--- src/rtl/multicycle_core.sv ---
// rtl/multicycle_core.sv - multi-cycle MIPS-subset core with req/ack instruction and data memories
module multicycle_core #(
    parameter int                DATA_W   = 32,
    parameter int                ADDR_W   = 32,
    parameter int                NUM_REGS = 32,
    parameter int                PC_STEP  = 4,
    parameter logic [ADDR_W-1:0] RESET_PC = '0
) (
    input  logic              clock,
    input  logic              reset,
    output logic              imem_req,
    output logic [ADDR_W-1:0] imem_addr,
    input  logic              imem_ack,
    input  logic [31:0]       imem_rdata,
    output logic              dmem_req,
    output logic              dmem_we,
    output logic [ADDR_W-1:0] dmem_addr,
    output logic [DATA_W-1:0] dmem_wdata,
    input  logic              dmem_ack,
    input  logic [DATA_W-1:0] dmem_rdata,
    output logic [ADDR_W-1:0] pc_out,
    output logic [2:0]        state_out,
    output logic              retire,
    output logic              halted
);

    localparam logic [2:0] S_FETCH  = 3'd0;
    localparam logic [2:0] S_DECODE = 3'd1;
    localparam logic [2:0] S_EXEC   = 3'd2;
    localparam logic [2:0] S_MEM    = 3'd3;
    localparam logic [2:0] S_WB     = 3'd4;
    localparam logic [2:0] S_HALT   = 3'd5;

    localparam logic [5:0] OP_RTYPE = 6'h00;
    localparam logic [5:0] OP_ADDI  = 6'h08;
    localparam logic [5:0] OP_LW    = 6'h23;
    localparam logic [5:0] OP_SW    = 6'h2B;
    localparam logic [5:0] OP_BEQ   = 6'h04;

    localparam logic [5:0] FN_ADD = 6'h20;
    localparam logic [5:0] FN_SUB = 6'h22;
    localparam logic [5:0] FN_AND = 6'h24;
    localparam logic [5:0] FN_OR  = 6'h25;
    localparam logic [5:0] FN_SLT = 6'h2A;

    localparam int         IDX_W = (NUM_REGS > 1) ? $clog2(NUM_REGS) : 1;
    localparam logic [5:0] NREGS = 6'(NUM_REGS);

    logic [2:0]        state;
    logic [ADDR_W-1:0] pc;
    logic [ADDR_W-1:0] target;
    logic [31:0]       ir;
    logic [DATA_W-1:0] a;
    logic [DATA_W-1:0] b;
    logic [DATA_W-1:0] alu;
    logic [DATA_W-1:0] mdr;
    logic              eq;
    logic [DATA_W-1:0] regs [NUM_REGS];

    logic [5:0] op;
    logic [5:0] funct;
    logic [4:0] rs;
    logic [4:0] rt;
    logic [4:0] rd;
    logic       unused_shamt;

    assign op           = ir[31:26];
    assign rs           = ir[25:21];
    assign rt           = ir[20:16];
    assign rd           = ir[15:11];
    assign funct        = ir[5:0];
    assign unused_shamt = ^ir[10:6];

    logic is_r;
    logic is_addi;
    logic is_lw;
    logic is_sw;
    logic is_beq;
    logic r_legal;
    logic legal;

    assign is_r    = (op == OP_RTYPE);
    assign is_addi = (op == OP_ADDI);
    assign is_lw   = (op == OP_LW);
    assign is_sw   = (op == OP_SW);
    assign is_beq  = (op == OP_BEQ);

    always_comb begin
        r_legal = 1'b0;
        case (funct)
            FN_ADD, FN_SUB, FN_AND, FN_OR, FN_SLT: r_legal = 1'b1;
            default:                               r_legal = 1'b0;
        endcase
    end

    assign legal = (is_r && r_legal) || is_addi || is_lw || is_sw || is_beq;

    // Size casts of a signed operand sign-extend, which also covers DATA_W == 16.
    logic [DATA_W-1:0] simm;
    logic [ADDR_W-1:0] boff;

    assign simm = DATA_W'($signed(ir[15:0]));
    assign boff = ADDR_W'($signed(ir[15:0])) << 2;

    logic [DATA_W-1:0] rs_val;
    logic [DATA_W-1:0] rt_val;

    always_comb begin
        rs_val = '0;
        rt_val = '0;
        if (rs != 5'd0 && {1'b0, rs} < NREGS) rs_val = regs[rs[IDX_W-1:0]];
        if (rt != 5'd0 && {1'b0, rt} < NREGS) rt_val = regs[rt[IDX_W-1:0]];
    end

    logic [DATA_W-1:0] alu_next;

    always_comb begin
        alu_next = a + simm;
        if (is_r) begin
            case (funct)
                FN_SUB:  alu_next = a - b;
                FN_AND:  alu_next = a & b;
                FN_OR:   alu_next = a | b;
                FN_SLT:  alu_next = DATA_W'($signed(a) < $signed(b));
                default: alu_next = a + b;
            endcase
        end else if (is_beq) begin
            alu_next = a - b;
        end
    end

    logic              wr_en;
    logic [4:0]        wr_idx;
    logic [DATA_W-1:0] wr_data;
    logic              wr_ok;

    always_comb begin
        wr_en   = 1'b0;
        wr_idx  = rd;
        wr_data = alu;
        if (is_r) begin
            wr_en = 1'b1;
        end else if (is_addi) begin
            wr_en  = 1'b1;
            wr_idx = rt;
        end else if (is_lw) begin
            wr_en   = 1'b1;
            wr_idx  = rt;
            wr_data = mdr;
        end
    end

    assign wr_ok = wr_en && (wr_idx != 5'd0) && ({1'b0, wr_idx} < NREGS);

    always_ff @(posedge clock or negedge reset) begin
        if (!reset) begin
            state  <= S_FETCH;
            pc     <= RESET_PC;
            target <= '0;
            ir     <= '0;
            a      <= '0;
            b      <= '0;
            alu    <= '0;
            mdr    <= '0;
            eq     <= 1'b0;
            for (int i = 0; i < NUM_REGS; i++) regs[i] <= '0;
        end else begin
            case (state)
                S_FETCH: begin
                    if (imem_ack) begin
                        ir    <= imem_rdata;
                        state <= S_DECODE;
                    end
                end
                S_DECODE: begin
                    a      <= rs_val;
                    b      <= rt_val;
                    target <= pc + ADDR_W'(PC_STEP) + boff;
                    state  <= legal ? S_EXEC : S_HALT;
                end
                S_EXEC: begin
                    alu <= alu_next;
                    if (is_beq) eq <= (a == b);
                    state <= (is_lw || is_sw) ? S_MEM : S_WB;
                end
                S_MEM: begin
                    if (dmem_ack) begin
                        if (is_lw) mdr <= dmem_rdata;
                        state <= S_WB;
                    end
                end
                S_WB: begin
                    if (wr_ok) regs[wr_idx[IDX_W-1:0]] <= wr_data;
                    pc    <= (is_beq && eq) ? target : pc + ADDR_W'(PC_STEP);
                    state <= S_FETCH;
                end
                default: state <= S_HALT;
            endcase
        end
    end

    // Requests are gated by reset so they drop combinationally when reset asserts.
    assign imem_req   = reset && (state == S_FETCH);
    assign imem_addr  = imem_req ? pc : '0;
    assign dmem_req   = reset && (state == S_MEM);
    assign dmem_we    = dmem_req && is_sw;
    assign dmem_addr  = dmem_req ? ADDR_W'(alu) : '0;
    assign dmem_wdata = dmem_we ? b : '0;
    assign pc_out     = pc;
    assign state_out  = state;
    assign retire     = reset && (state == S_WB);
    assign halted     = reset && (state == S_HALT);

endmodule

--- config.mk ---
export PLATFORM = sky130hd
export DESIGN_NAME = multicycle_core
export DESIGN_NICKNAME = d
export VERILOG_FILES = /design/src/rtl/multicycle_core.sv
export SDC_FILE = /design/constraint.sdc
export NUM_CORES = 2
export LEC_CHECK = 0
export BUFFER_PORTS_ARGS = -buffer_cell sky130_fd_sc_hd__clkbuf_2
export CAP_MARGIN = 5
export CORE_MARGIN = 2
export CORE_UTILIZATION = 25
export CTS_BUF_LIST = sky130_fd_sc_hd__clkbuf_2
export CTS_CLUSTER_SIZE = 24
export DETAILED_ROUTE_END_ITERATION = 10
export HOLD_SLACK_MARGIN = 0.02
export SLEW_MARGIN = 20
export SYNTH_ARGS = -nofsm -noshare
export SYNTH_HDL_FRONTEND = slang
export SYNTH_SLANG_ARGS = --single-unit
--- constraint.sdc ---
create_clock -name clock -period 4.9 [get_ports clock]
set_input_delay 1.225 -clock clock [delete_from_list [all_inputs] [get_ports clock]]
set_output_delay 1.225 -clock clock [all_outputs]
set_load 0.02 [all_outputs]
==> results.py <==
metrics = {
    "floorplanning": {
        "die_h_um": 536.8,
        "core_area_mm2": 0.2823,
        "boundaryPins": 204,
        "start_util_pct": 25.14,
        "fp-row-count": 195,
        "fp.dieW_um": 536.8,
        "die-area_mm2": 0.2881,
    },
    "synthesis": {
        "syn_area_per_cell_um2": 10.07,
        "ys_top_cells_by_count": "1252 x dfrtp_1, 983 x a21oi_1, 864 x nor2_1, 549 x o21ai_0, 543 x nand2_1",
        "yosysTopAreaCell": "dfrtp_1",
        "ys.flop_type": "dfrtp_1",
        "synth_cell_types": 91,
        "yosys_warnings": 0,
        "synthTopCellsByArea": "dfrtp_1 44%, mux4_2 13%, a21oi_1 6.9%, mux2i_1 4.6%, nor2_1 4.6%",
        "yosys.area.top_type_share_pct": 44.15,
        "yosysMostFrequentCell": "dfrtp_1",
        "netlist_instances": 7049,
        "synth_fp_nets": 7278,
        "netlist_area_mm2": 0.07096,
        "synthArstFlopShare_pct": 100.0,
        "ys_seq_elements": 1252,
        "ys_seq_area_share_pct": 44.15,
        "synth_edf_count": 0,
    },
    "sta": {
        "clock_skew_ps": 215.7,
        "finalCritPeriodShare_pct": 96.68,
        "setup_viol": 0,
        "finalSetupTns_ps": 0,
        "max_freq_mhz": 211.1,
        "holdWs_ps": 270.7,
        "worst_pin_slew_ps": 1360,
        "relSlewSlack_pct": 8.660,
        "hold_violations": 0,
        "rsz0062_at_grt": "no",
        "period_minus_slack_ps": 4737,
        "drv_slew": 0,
    },
    "detailed_routing": {
        "ant_nets": 0,
        "drt-total-wl_um": 261800,
        "wl_met2_um": 118500,
        "drc": 0,
        "highest_layer": "met5",
        "drt_pre_antenna_iters": 6,
        "vias": 59855,
        "drt_iter0_drc": 6143,
        "wl_met1_um": 106300,
        "dr_wl_met3_um": 24950,
        "wl_per_cell_um": 23.29,
        "via_per_inst": 5.326,
    },
    "grt": {
        "antenna_found_initial": 21,
        "grt_usage_pct": 17.72,
        "grt_max_degree": 176,
        "grt_overflow_total": 0,
        "grt_first_pass_wirelength_um": 387300,
        "grt_pass1_vias": 59448,
    },
    "final_layout": {
        "fin_area_mm2": 0.08060,
        "nNetsFinal": 7498,
        "area_growth_pct": 13.59,
        "drive_gt1_share_pct": 21.54,
    },
    "critical_path": {
        "worst_ep_required_time_ps": 3670,
        "r2r_end": "target[30]",
        "worst_path_largest_cell_delay_ps": 440,
        "r2r_cells": 17,
        "r2r_start": "pc_out[4]",
        "crit_arrival_ps": 3510,
        "start_kind": "flip-flop",
        "worstSetupEndpointType": "output port",
        "worstPathCellList": "nand2b_4, nor2_2, and3_4, buf_12, and2_2, clkbuf_2",
        "crit_fanout": 9,
        "reg2reg_setup_slack_ps": 290,
        "worstSetupPathType": "reg2out",
        "worst_path_max_delay_cell": "dfrtp_2",
    },
    "min_path": {
        "holdCritPathClass": "in2reg",
        "min_path_cells": 3,
        "min_to": "ir[26]",
        "hp-start": "imem_rdata[26]",
    },
    "clocking": {
        "clock_path_buffers": 4,
        "htreeDepth": 5,
        "cts_tree": "yes",
        "cts_root_buf": "clkbuf_2",
        "clock-sinks": 1252,
        "cts-buffers-inserted": 351,
        "clk_latency_ps": 1880,
        "cts.clk_slew.worst_paths_ps": 100,
    },
    "outcome": {
        "status": "complete, no violations",
    },
    "place": {
        "port_buffers": 203,
        "dp_hpwl_um": 166700,
        "place_area_mm2": 0.07634,
        "finalWeightedCongestion": 0.9456,
    },
    "job": {
        "cap_violations": 0,
    },
    "power_and_ir_drop": {
        "p_leak_nw": 34.10,
        "power_density_mw_per_mm2": 226.0,
        "ir_worst_vdd_v": 0.0002579,
    },
}
-- logic make-up after synthesis --
group / Yosys count / share of synthesized area, %
flip-flops: 1252 / 44.15
adder cells (fa/ha/maj): 161 / 2.881
AO/OA/AOI/OAI: 2124 / 17.15
multiplexers: 851 / 19.21
buffers and inverters: 776 / 4.438
AND/OR/NAND/NOR: 1775 / 10.81
XOR/XNOR: 110 / 1.358
-- layer usage --
metal  up-vias  GRT usage, %
li1      26184             -
met2      3144         27.92
met3       715         4.184
met5         -             0
met1     29798         22.91
met4        14         8.246
-- per-stage QoR --
| stage | instances | setup WS, ps | power [mW] | util (%) |
|---|---|---|---|---|
| 2_1_floorplan | 7049 | 971.1 | 10.55 | - |
| 4_1_cts | 11225 | 13.27 | 18.44 | 28.53 |
| 6_report | 11239 | 162.9 | 18.22 | 28.55 |
| 5_1_grt | 11233 | 1.803 | 19.03 | 28.55 |
| 3_3_place_gp | 10536 | 228.1 | 10.82 | 27.04 |
| 3_5_place_dp | 10536 | 230.2 | 10.83 | 27.04 |
-- worst max-delay path by stage --
stage                  from              to  slack (ps)  depth (start not counted)
2_1_floorplan     pc_out[2]      target[30]         970                         17
3_3_place_gp      pc_out[4]      target[30]         230                         16
3_5_place_dp      pc_out[4]      target[30]         230                         16
4_1_cts        state_out[2]  dmem_wdata[18]          10                          6
5_1_grt           pc_out[2]      target[31]           2                         17
6_report       state_out[2]  dmem_wdata[17]         160                          6
-- critical path: cells and delay by family, from the launching register on --
kind / cells / cell delay [ps]
flops: 1 / 440
buf+inv: 2 / 390
simple gates: 4 / 860
-- sequential cells by signal, summed over array words and instances (netlist names) --
register	cells
a	32
alu	32
b	32
eq	1
ir	32
mdr	32
pc_out	32
regs	1024
state_out	3
target	32
-- cells in the final DEF, fill, tap and decap left out, types with 36 or more instances in the layout --
cell              n
a211oi_1         36
a21o_1           43
a21oi_1         982
and2_1           67
and3_1           46
buf_12           47
buf_4           167
clkbuf_2        708
clkinv_1         40
dfrtp_1        1236
dlygate4sd3_1   105
ha_1            157
inv_1           118
mux2_2          128
mux2i_1         295
mux4_2          395
nand2_1         543
nor2_1          858
nor3_1           71
o21ai_0         549
o221ai_1         99
o22ai_1         178
xnor2_1          72
xor2_1           38
-- cell type report --
cell class / instances / area [µm²]
clock buffers: 510 / 2552
multi-input cells: 5021 / 36800
fillers: 29293 / 201700
flip-flops and latches: 1252 / 31380
well taps: 3743 / 4683
repair buffers: 525 / 4377
diodes: 11 / 27.53
inverters: 118 / 442.9
clock inverters: 59 / 341.6
-- power breakdown --
group	total, mW	internal (mW)	switching [mW]	leakage, nW
Clock	7.53	2.94	4.59	2.29
Combinational	0.347	0.0956	0.252	14.4
Sequential	10.3	10.3	0.00570	17.4
-- timing repair --
action	CTS	global route
hold buffers	106	0
endpoints found under the setup margin	98	5
buffers inserted	12	2
cloned	2	0
endpoints found under the hold margin	416	0
resized for setup	34	0
pin swaps	3	1
(Power assumes the default switching activity.)
